[src/rtl/ped_xing_ctrl.sv]
// Request-driven pedestrian crossing sequencer: RED -> GREEN -> ORANGE.
// Phase lengths are in prescaled ticks; all lamp outputs are registered.
module ped_xing_ctrl #(
  parameter int CLK_PER_TICK = 4,
  parameter int T_RED_MIN    = 4,
  parameter int T_GREEN      = 6,
  parameter int T_ORANGE     = 3,
  parameter int CNT_W        = 8
) (
  input  logic       clk,
  input  logic       reset,
  input  logic       req,
  output logic       green_walk,
  output logic       orange_walk,
  output logic       red_hand,
  output logic       req_pending,
  output logic [1:0] phase
);

  localparam int PW = (CLK_PER_TICK > 1) ? $clog2(CLK_PER_TICK) : 1;

  localparam logic [PW-1:0]    PRE_MAX = PW'(CLK_PER_TICK - 1);
  localparam logic [CNT_W-1:0] RED_LST = CNT_W'(T_RED_MIN - 1);
  localparam logic [CNT_W-1:0] GRN_LST = CNT_W'(T_GREEN - 1);
  localparam logic [CNT_W-1:0] ORG_LST = CNT_W'(T_ORANGE - 1);

  localparam logic [1:0] S_RED    = 2'd0;
  localparam logic [1:0] S_GREEN  = 2'd1;
  localparam logic [1:0] S_ORANGE = 2'd2;

  logic [1:0]       r_phase;
  logic [PW-1:0]    r_pre;
  logic [CNT_W-1:0] r_cnt;
  logic             r_min;
  logic             r_pend;
  logic             r_green;
  logic             r_orange;
  logic             r_red;

  logic             w_tick;
  logic             w_last;
  logic             w_restart;
  logic             w_enter_green;
  logic [1:0]       w_phase_nxt;
  logic [PW-1:0]    w_pre_nxt;
  logic [CNT_W-1:0] w_cnt_nxt;
  logic             w_min_nxt;
  logic             w_pend_nxt;

  always_comb begin
    w_tick      = (r_pre == PRE_MAX);
    w_last      = 1'b0;
    w_restart   = 1'b0;
    w_phase_nxt = r_phase;
    w_min_nxt   = r_min;
    unique case (r_phase)
      S_RED: begin
        w_last = w_tick && (r_cnt == RED_LST);
        // Once the minimum is served the counters park at zero
        if (r_min) begin
          w_restart = 1'b1;
          if (r_pend) w_phase_nxt = S_GREEN;
        end else if (w_last) begin
          w_restart = 1'b1;
          if (r_pend) w_phase_nxt = S_GREEN;
          else        w_min_nxt   = 1'b1;
        end
      end
      S_GREEN: begin
        w_last = w_tick && (r_cnt == GRN_LST);
        if (w_last) begin
          w_restart   = 1'b1;
          w_phase_nxt = S_ORANGE;
        end
      end
      S_ORANGE: begin
        w_last = w_tick && (r_cnt == ORG_LST);
        if (w_last) begin
          w_restart   = 1'b1;
          w_phase_nxt = S_RED;
          w_min_nxt   = 1'b0;
        end
      end
      default: begin
        w_restart   = 1'b1;
        w_phase_nxt = S_RED;
        w_min_nxt   = 1'b0;
      end
    endcase

    if (w_restart || w_tick) w_pre_nxt = '0;
    else                     w_pre_nxt = r_pre + PW'(1);

    if (w_restart)   w_cnt_nxt = '0;
    else if (w_tick) w_cnt_nxt = r_cnt + CNT_W'(1);
    else             w_cnt_nxt = r_cnt;

    w_enter_green = (r_phase != S_GREEN) && (w_phase_nxt == S_GREEN);

    if (w_enter_green)                 w_pend_nxt = 1'b0;
    else if (req && r_phase != S_GREEN) w_pend_nxt = 1'b1;
    else                               w_pend_nxt = r_pend;
  end

  always_ff @(posedge clk) begin
    if (reset) begin
      r_phase  <= S_RED;
      r_pre    <= '0;
      r_cnt    <= '0;
      r_min    <= 1'b0;
      r_pend   <= 1'b0;
      r_green  <= 1'b0;
      r_orange <= 1'b0;
      r_red    <= 1'b1;
    end else begin
      r_phase  <= w_phase_nxt;
      r_pre    <= w_pre_nxt;
      r_cnt    <= w_cnt_nxt;
      r_min    <= w_min_nxt;
      r_pend   <= w_pend_nxt;
      r_green  <= (w_phase_nxt == S_GREEN);
      r_red    <= (w_phase_nxt == S_RED);
      r_orange <= (w_phase_nxt == S_ORANGE) && !w_cnt_nxt[0];
    end
  end

  assign phase       = r_phase;
  assign green_walk  = r_green;
  assign orange_walk = r_orange;
  assign red_hand    = r_red;
  assign req_pending = r_pend;

endmodule

[config.mk]
export PLATFORM = sky130hd
export DESIGN_NAME = ped_xing_ctrl
export DESIGN_NICKNAME = d
export VERILOG_FILES = /design/src/rtl/ped_xing_ctrl.sv
export SDC_FILE = /design/constraint.sdc
export NUM_CORES = 1
export LEC_CHECK = 0
export ABC_CLOCK_PERIOD_IN_PS = 5540
export BUFFER_PORTS_ARGS = -buffer_cell sky130_fd_sc_hd__buf_2
export CAP_MARGIN = 20
export CORE_MARGIN = 5
export CORE_UTILIZATION = 50
export DETAILED_ROUTE_END_ITERATION = 8
export PLACE_DENSITY_LB_ADDON = 0.3
export SETUP_SLACK_MARGIN = 0.02
export SYNTH_ARGS = -nofsm -noshare
export SYNTH_HDL_FRONTEND = slang
export SYNTH_SLANG_ARGS = --single-unit
export TNS_END_PERCENT = 50
[constraint.sdc]
create_clock -name clk -period 5.54 [get_ports clk]
set_input_delay 0.277 -clock clk [delete_from_list [all_inputs] [get_ports clk]]
set_output_delay 0.277 -clock clk [all_outputs]
set_load 0.02 [all_outputs]
==> results.md, run 1 <==
- The power density over the cells is 241 nW/µm².
- The fraction of layout cells with a size suffix above 1 is 14.0%.
- After synthesis, the mean cell area works out to 9.61 µm².
- The synthesized-area fraction occupied by and/or/nand/nor cells is 24.9%.
- The endpoint type of the worst setup path is a flop.
- The routability-driven placement congestion ratio is 0.745.
- The setup TNS is 0 ps.
- The commonest non-fill, non-tap cell in the layout is dfxtp_1.
- The number of antenna violations at the first check in global routing is 0.
- The die covers 2470 µm².
- The via count of the first global-routing pass is 601.
- The longest clock path from root to sink contains 2 buffers.
- Measured along the y axis, the die boundary spans 49.7 µm.
- The top cell types in the final layout, fill and taps aside, are dfxtp_1, nor2_1, buf_2, a21oi_1.
- Dividing the detail-routed via count by the number of cells gives 5.70.
- The average wire per cell in the routed design is 13.0 µm.
- The I/O pin count is 9.
- Once the floorplan was initialized, standard cells occupied 52.3% of the core.
- The clock net in this run drives a total of 17 sinks.
- The iteration-0 DRC count of the detailed router is 12.
- The TritonCTS clock tree is built.
- Summed over all cells, the static leakage comes to 0.315 nW.
- The worst vdd rail ir drop is 0.146 mV.
- The cell type contributing the most total cell area after synthesis is dfxtp_1.
- The instance count of the mapped netlist is 82.
- The proportion of power drawn by the clock network is 31.0%.
- After detailed routing, the number of remaining DRC violations is 0.
- The total inserted antenna cells is 0.
- The row count is 14.
- The number of buffers added to fix hold violations after cts is 0.
- On the worst path, the slowest cell contributes a delay of 490 ps.
- Of the total power, the share spent switching nets is 23.3%.
- At the pin with the least slew margin, the transition time is 501 ps.
- The overall track demand over capacity in global routing is 13.2%.
- Sequential cells were found to cover 43.2% of the synthesized design area.
- The later-pin clock latency in the skew report is 290 ps.
- The mapped cell area is 788 µm².
- Setup repair after global routing left no endpoint under its margin.
- Internal power comes to 0.161 mW.
- Ranked by total cell area, the synthesized netlist is headed by dfxtp_1, ha_1, nor2_1.
- Detailed routing inserted a total of 621 vias.
- The run finished with clean final reports.
- The xor/xnor cell area share of the yosys netlist is 7.78%.
- After synthesis, the share of cell area in mux cells is 0%.
- The final count of hold timing violations is 0.
- The utilization of the core after routing is 57.7%.
- The number of max-slew violations in the final report is 0.
- Timing would allow up to 0.465 GHz.
- The kind of path behind the tightest hold check is input pin to flop.
- The total clock buffers created by CTS is 3.
- The synthesized design contains 17 register bits.
- The cell at the slowest stage of the critical path is or4b_1.
- Buffers placed on the I/O ports in this run total 8.
- The fraction of the mapped netlist area in compound gates is 15.7%.
- The first global-routing pass estimated 2570 µm of wire.
- The worst path meets setup with 3390 ps of slack.
- The critical path is of the flop to flop type.
- Summed over all nets, the switching power comes to 0.0488 mW.
- The number of setup buffers added after CTS is 0.
- Clock-pin slew was measured on the worst setup and hold paths at 90 ps.
- For this run the aggregate overflow at the end of global routing stands at 0.
- The total of cells resized after clock tree synthesis is 0.
- The floorplan core area is 1510 µm².
- Of all nets on the critical path, the largest fanout is 11.
- Setup violations remaining at the end of the flow were counted as 0.
- The total detailed-routing wirelength is 1410 µm.
- The worst pin sits at a relative slew slack of 66.1%.
- The worst setup timing slack at the placement stage is 3390 ps.
- The HPWL after detailed placement is 1040 µm.
- The adder-cell area share of the yosys netlist is 6.35%.
- The die is 49.7 µm wide.
- In the final design database the tool counted 101 nets.
- The required time reported for the critical path endpoint is 5700 ps.
- When the netlist entered floorplanning its net count stood at 89.
- By area, the combinational part of the netlist is dominated by simple AND/OR/NAND/NOR gates.
- The number of max-cap violations is 0.
- The maximum number of pins on one net before global-route repair is 12.
- The count of TritonRoute iterations in the first routing pass is 4.
- The clock root buffer is clkbuf_4.
- Combinational cells account for 7.4% of the total power.
- The share of the clock period used by the worst path after layout is 38.8%.
- The number of cells traversed by the worst register-to-register path is 5.
- The critical path launch point type is a flop.
- The number of distinct library cells after synthesis is 28.
- The data arrival time of the critical path is 2310 ps.
- The setup clock skew after layout is 4.47 ps.
- The total number of H-tree levels is 1.
- The part of the total power dissipated in sequential elements is 61.6%.
- The top-area cell type share of the netlist area is 43.2%.
- The critical path goes through ha_1, or4b_1, o21a_1, o31ai_4, a211oi_1.
- The area growth from synthesis to layout is 10.3%.
- The worst hold path stage count is 2.
- The yosys synthesis warning count is 0.
- The remaining antenna violation count after routing is 0.
- The post-route minimum period is 2150 ps.
logic make-up after synthesis:
kind of cell,count (synthesis)
AO/OA/AOI/OAI,16
AND/OR/NAND/NOR,34
buffers and inverters,4
flip-flops,17
XOR/XNOR,7
adder cells (fa/ha/maj),4
layout make-up:
| class | count | area (µm²) |
|---|---|---|
| Sequential cell | 17 | 340 |
| Clock buffer | 4 | 26.3 |
| Timing Repair Buffer | 8 | 40.0 |
| Fill cell | 131 | 637 |
| Multi-Input combinational cell | 61 | 432 |
| Tap cell | 16 | 20.0 |
| Inverter | 3 | 11.3 |
critical path: cells and delay by family, from the launching register on:
kind / cells / cell delay (ps)
flip-flops: 1 / 350
AND/OR/NAND/NOR: 1 / 490
AO/OA/AOI/OAI: 3 / 820
adder cells (fa/ha/maj): 1 / 360
cells in the mapped netlist:
cell type and number:
dfxtp_1 17, nor2_1 12, a21oi_1 5, ha_1 4, nand2_1 4, xnor2_1 4
a211oi_1 3, a31o_1 3, xor2_1 3, inv_1 2, nand3_1 2, nand4_1 2
nor2b_1 2, nor3_1 2, nor4b_1 2, o21a_1 2, or4b_1 2, buf_2 1
clkinv_1 1, nand2b_1 1, nand4b_1 1, nor3b_1 1, nor4b_2 1, nor4bb_1 1
o21ai_1 1, o311ai_1 1, o31ai_4 1, or3_1 1
metrics by stage:
| step | power, mW | instance area, µm² | hold slack [ps] | cells |
|---|---|---|---|---|
| 3_3_place_gp | 0.147 | 843 | 411 | 105 |
| 5_1_grt | 0.222 | 870 | 212 | 109 |
| 2_1_floorplan | 0.143 | 788 | 350 | 82 |
| 6_report | 0.209 | 870 | 215 | 109 |
| 4_1_cts | 0.212 | 870 | 206 | 109 |
| 3_5_place_dp | 0.147 | 843 | 428 | 105 |
metal layers:
layer	global-route usage, %	share of wire [%]	vias to the layer above
met3	4.22	4.7	3
met2	18.4	45	17
met4	7.42	1.6	0
li1	-	-	319
met1	17.6	49	282
met5	0	0	-
final timing paths:
kind | end | slack, ps | start
setup / recovery | r_cnt[1] | 3390 | r_pre[0]
hold / removal | req_pending | 210 | reset
setup reg to reg | r_cnt[1] | 3390 | r_pre[0]
hold reg to reg | r_pre[0] | 440 | r_pre[0]
state kept, by name, indices dropped and copies added, names as in the netlist:
signal / cells
req_pending: 1
orange_walk: 1
red_hand: 1
green_walk: 1
phase: 2
r_cnt: 8
r_pre: 2
r_min: 1
power groups by stage:
stage	Clock, mW	Sequential [mW]	Combinational, mW
after floorplan	0	0.132	0.0111
after global placement	0	0.132	0.0153
after detailed placement	0	0.132	0.0155
after CTS	0.0673	0.129	0.0156
after global routing	0.0752	0.130	0.0176
final	0.0650	0.129	0.0154
Power figures use the tool's default switching activity.
==> run 2, diff against run 1 <==
- ABC_AREA: not set -> 1
- ABC_CLOCK_PERIOD_IN_PS: 5540 -> 2200
- clock period: 5.54 -> 2.2 ns (I/O delays scaled with it)
==> run 2 against run 1 <==
Compared with the run above: worst hold slack worse by 160 ps; sequential power is 150% higher; count of clock-buffer cells in the layout stayed put; register-to-register slack worse by 2700 ps; power is 150% higher; critical endpoint is now r_cnt[7]; highest routed layer is now met3; synthesized cell count is 40% higher.
==> results.md, run 2 <==
- The switching power share of the total is 23.1% (-0.17 points).
- The setup clock skew after layout came to 3.98 ps (-0.493 ps).
- The via count of the first global-routing pass is 663 (+10%).
- The TritonCTS clock tree is built.
- The number of distinct library cells after synthesis is 19 (-32%).
- The number of enable-type register cells in the synthesized netlist is 0 (unchanged).
- The count of TritonRoute iterations in the first routing pass is 4 (unchanged).
- The instance count of the mapped netlist came to 115 (+40%).
- The relative contribution of combinational cells to total power is 6.3% (-1.1 points).
- The kind of path behind the tightest hold check is input pin to flop.
- After synthesis, the cell types taking the most area are dfxtp_1, nand2_1, nor2_1.
- The leakage power figure is 0.422 nW (+34%).
- The top-area cell type share of the netlist area is 41.0% (-2.1 points).
- Setup repair after global routing left no endpoint under its margin.
- The number of max-slew violations in the final report is 0 (unchanged).
- The met3 track demand over resource in global routing is 5.62% (+1.4 points).
- The count of input and output buffers was 8 (unchanged).
- The met1 track demand over resource is 14.7% (-3.0 points).
- The first-pass GRT wire length is 2660 µm (+3.5%).
- The number of buffers between clock root and the deepest sink was 2 (unchanged).
- The total detailed-routing wirelength is 1460 µm (+3.5%).
- The maximum number of pins on one net before global-route repair is 10 (-2).
- By instance count, the leading cell after synthesis is nand2_1.
- The total power draw is 0.517 mW (+150%).
- The power density over the cells was 565 nW/µm² (+130%).
- The overall track demand over capacity in global routing is 13.3% (+0.063 points).
- The share of synthesized registers carrying an async set or reset is 0% (unchanged).
- The clock transition at the registers of the reported paths is 90 ps (about the same).
- dfxtp_1 takes more of the synthesized area than any other cell.
- The required time reported for the critical path endpoint is 2390 ps (-3310 ps).
- The post-route minimum period is 1480 ps (-673 ps).
- The footprint of the flip-flops and latches came to 340 µm² (unchanged).
- The number of antenna violations at the first check in global routing is 0 (unchanged).
- The floorplan core area came to 1540 µm² (+2.3%).
- The synthesis-to-finish area growth is 10.4% (about the same).
- In the synthesized netlist the dominant register cell turns out to be dfxtp_1.
- The synthesized area divided by synthesized cell count is 7.21 µm² (-25%).
- The placed cell area is 890 µm² (+5.5%).
- The net switching power figure is 0.120 mW (+150%).
- The total area of multi-input combinational cells is 418 µm² (-3.2%).
- The overall overflow remaining after global route is 0 (unchanged).
- The row count was 14 (unchanged).
- The total inserted antenna cells is 0 (unchanged).
- The total DRC errors in the routed layout came to 0 (unchanged).
- The flip-flop and latch count after synthesis is 17 (unchanged).
- The fraction of layout cells with a size suffix above 1 was 15.7% (+1.8 points).
- The proportion of power drawn by the clock network is 31.7% (+0.7 points).
- The number of buffers added to fix hold violations after cts came to 0 (unchanged).
- In the layout the commonest cells are nand2_1, nor2_1, inv_1, dfxtp_1, buf_2.
- The setup TNS is 0 ps (unchanged).
- The share of the clock period used by the worst path after layout was 67.1% (+28 points).
- The cell-internal power was 0.398 mW (+150%).
- The tightest slew margin relative to the limit is 77.4% (+11 points).
- The detailed-route via count is 687 (+11%).
- By startpoint and endpoint, the worst setup path is classified as flop to flop.
- Leaving out fill and tap cells, the most frequent cell in the layout is nand2_1.
- STA classifies the critical path endpoint as a flop.
- The I/O pin count is 9 (unchanged).
- The register bank with the most flops is r_cnt.
- The number of nets in the layout came to 135 (+34%).
- The filler cell count was 140 (+6.9%).
- CTS placed an instance of clkbuf_4 at the clock tree root.
- The number of max-cap violations is 0 (unchanged).
- The mapped cell area is 830 µm² (+5.2%).
- The global routing usage on met2 is 22.9% (+4.5 points).
- The least setup slack across all paths after layout is 724 ps (-2670 ps).
- The average wire per cell in the routed design is 10.2 µm (-21%).
- The part of the total power dissipated in sequential elements came to 62.0% (+0.4 points).
- The count of endpoints failing setup in the final report is 0 (unchanged).
- The remaining antenna violation count after routing is 0 (unchanged).
- The synthesized netlist net count is 122 (+37%).
- met2 is the most crowded layer.
- The worst setup path is launched from a flop.
- The yosys synthesis warning count is 0 (unchanged).
- The total clock buffers created by CTS was 3 (unchanged).
- The width of the die came to 50.7 µm (+2.1%).
- The worst setup timing slack at the placement stage is 748 ps (-2640 ps).
- The via density per instance is 4.80 (-16%).
- The final instance area was 916 µm² (+5.3%).
- The run finished with clean final reports.
- The total of cells resized after clock tree synthesis is 0 (unchanged).
- The starting density of the core is 53.8% (+1.5 points).
- The worst vdd rail ir drop came to 0.267 mV (+82%).
- The utilization of the core after routing is 59.4% (+1.7 points).
- The final count of hold timing violations came to 0 (unchanged).
- The routability-driven placement congestion ratio is 0.859 (+15%).
- The number of setup buffers added after CTS was 0 (unchanged).
- The die boundary height is 50.7 µm (+2.1%).
- The slew at the pin closest to its max-slew limit is 335 ps (-166 ps).
- The iteration-0 DRC count of the detailed router is 14 (+2).
- The total die area came to 2570 µm² (+4.2%).
- The data arrival time of the critical path came to 1660 ps (-650 ps).
- The HPWL after detailed placement is 1170 µm (+13%).
- By count the netlist is led by nand2_1, nor2_1, inv_1.
- The sequential fraction of the synthesis area is 41.0% (-2.1 points).
- The clock sink count came to 17 (unchanged).
- The timing-limited maximum frequency was 0.678 GHz (+46%).
- The flip-flop count of the largest register after layout is 8 (unchanged).
- The maximum fanout along the worst path is 6 (-5).
- The later-pin clock latency in the skew report was 290 ps (about the same).
- The total number of H-tree levels is 1 (unchanged).
-- run 2: changes by cell type after synthesis, moves of 3 or more --
cell	change
a211oi_1	-3
a31o_1	-3
inv_1	+17
nand2_1	+20
nand2_2	+4
nand3_1	+4
nor2_1	+10
xnor2_1	-4
-- run 2: worst max-delay path: stages (launching register included) --
cell     delay, ps
dfxtp_1        350
ha_1           250
nand2_1        130
nor2_1         150
nand3_1        120
nand2_1        130
nor2_4          60
nand2_2        120
nor2_1          60
-- run 2: power by group through the flow --
stage | Clock [mW] | Combinational, mW | Sequential (mW)
global route | 0.184 | 0.0384 | 0.321
floorplan | 0 | 0.0213 | 0.328
finish | 0.164 | 0.0323 | 0.321
CTS | 0.172 | 0.0328 | 0.321
detailed placement | 0 | 0.0327 | 0.328
global placement | 0 | 0.0309 | 0.328
-- run 2: final cells by class --
| class | count | area share (%) |
|---|---|---|
| sequential | 17 | 37.2 |
| timing repair buffer | 8 | 4.37 |
| inverter | 19 | 7.79 |
| tap | 16 | 2.19 |
| multi-input combinational | 79 | 45.6 |
| clock buffer | 4 | 2.87 |
-- run 2: path summary, 6_finish.rpt --
check | start | to | slack (ps) | depth (start not counted)
setup / recovery | r_pre[0] | r_cnt[7] | 720 | 8
hold / removal | reset | phase[0] | 60 | 2
setup reg to reg | r_pre[0] | r_cnt[7] | 720 | 8
hold reg to reg | r_pre[0] | r_pre[0] | 440 | 1
-- run 2: cell families (layout without fill, tap and decap cells) --
group           after synthesis  count (layout)  share of synthesized area [%]
buf+inv                      19              31                           8.60
flops                        17              17                           41.0
simple gates                 62              62                           33.3
fa+ha+maj                     4               4                           6.03
xor+xnor                      5               5                           5.28
compound gates                8               8                           5.73
-- run 2: metal layers --
metal  wire (µm)  vias to the layer above
met5           0                        -
met1         695                      302
li1            -                      374
met2         686                       11
met3          80                        0
met4           0                        0
-- run 2: through the flow --
step | hold slack (ps) | std cells
after floorplan | 179 | 115
after global placement | 364 | 139
after detailed placement | 372 | 139
after CTS | 47.7 | 143
after global routing | 58.9 | 143
final | 58.8 | 143
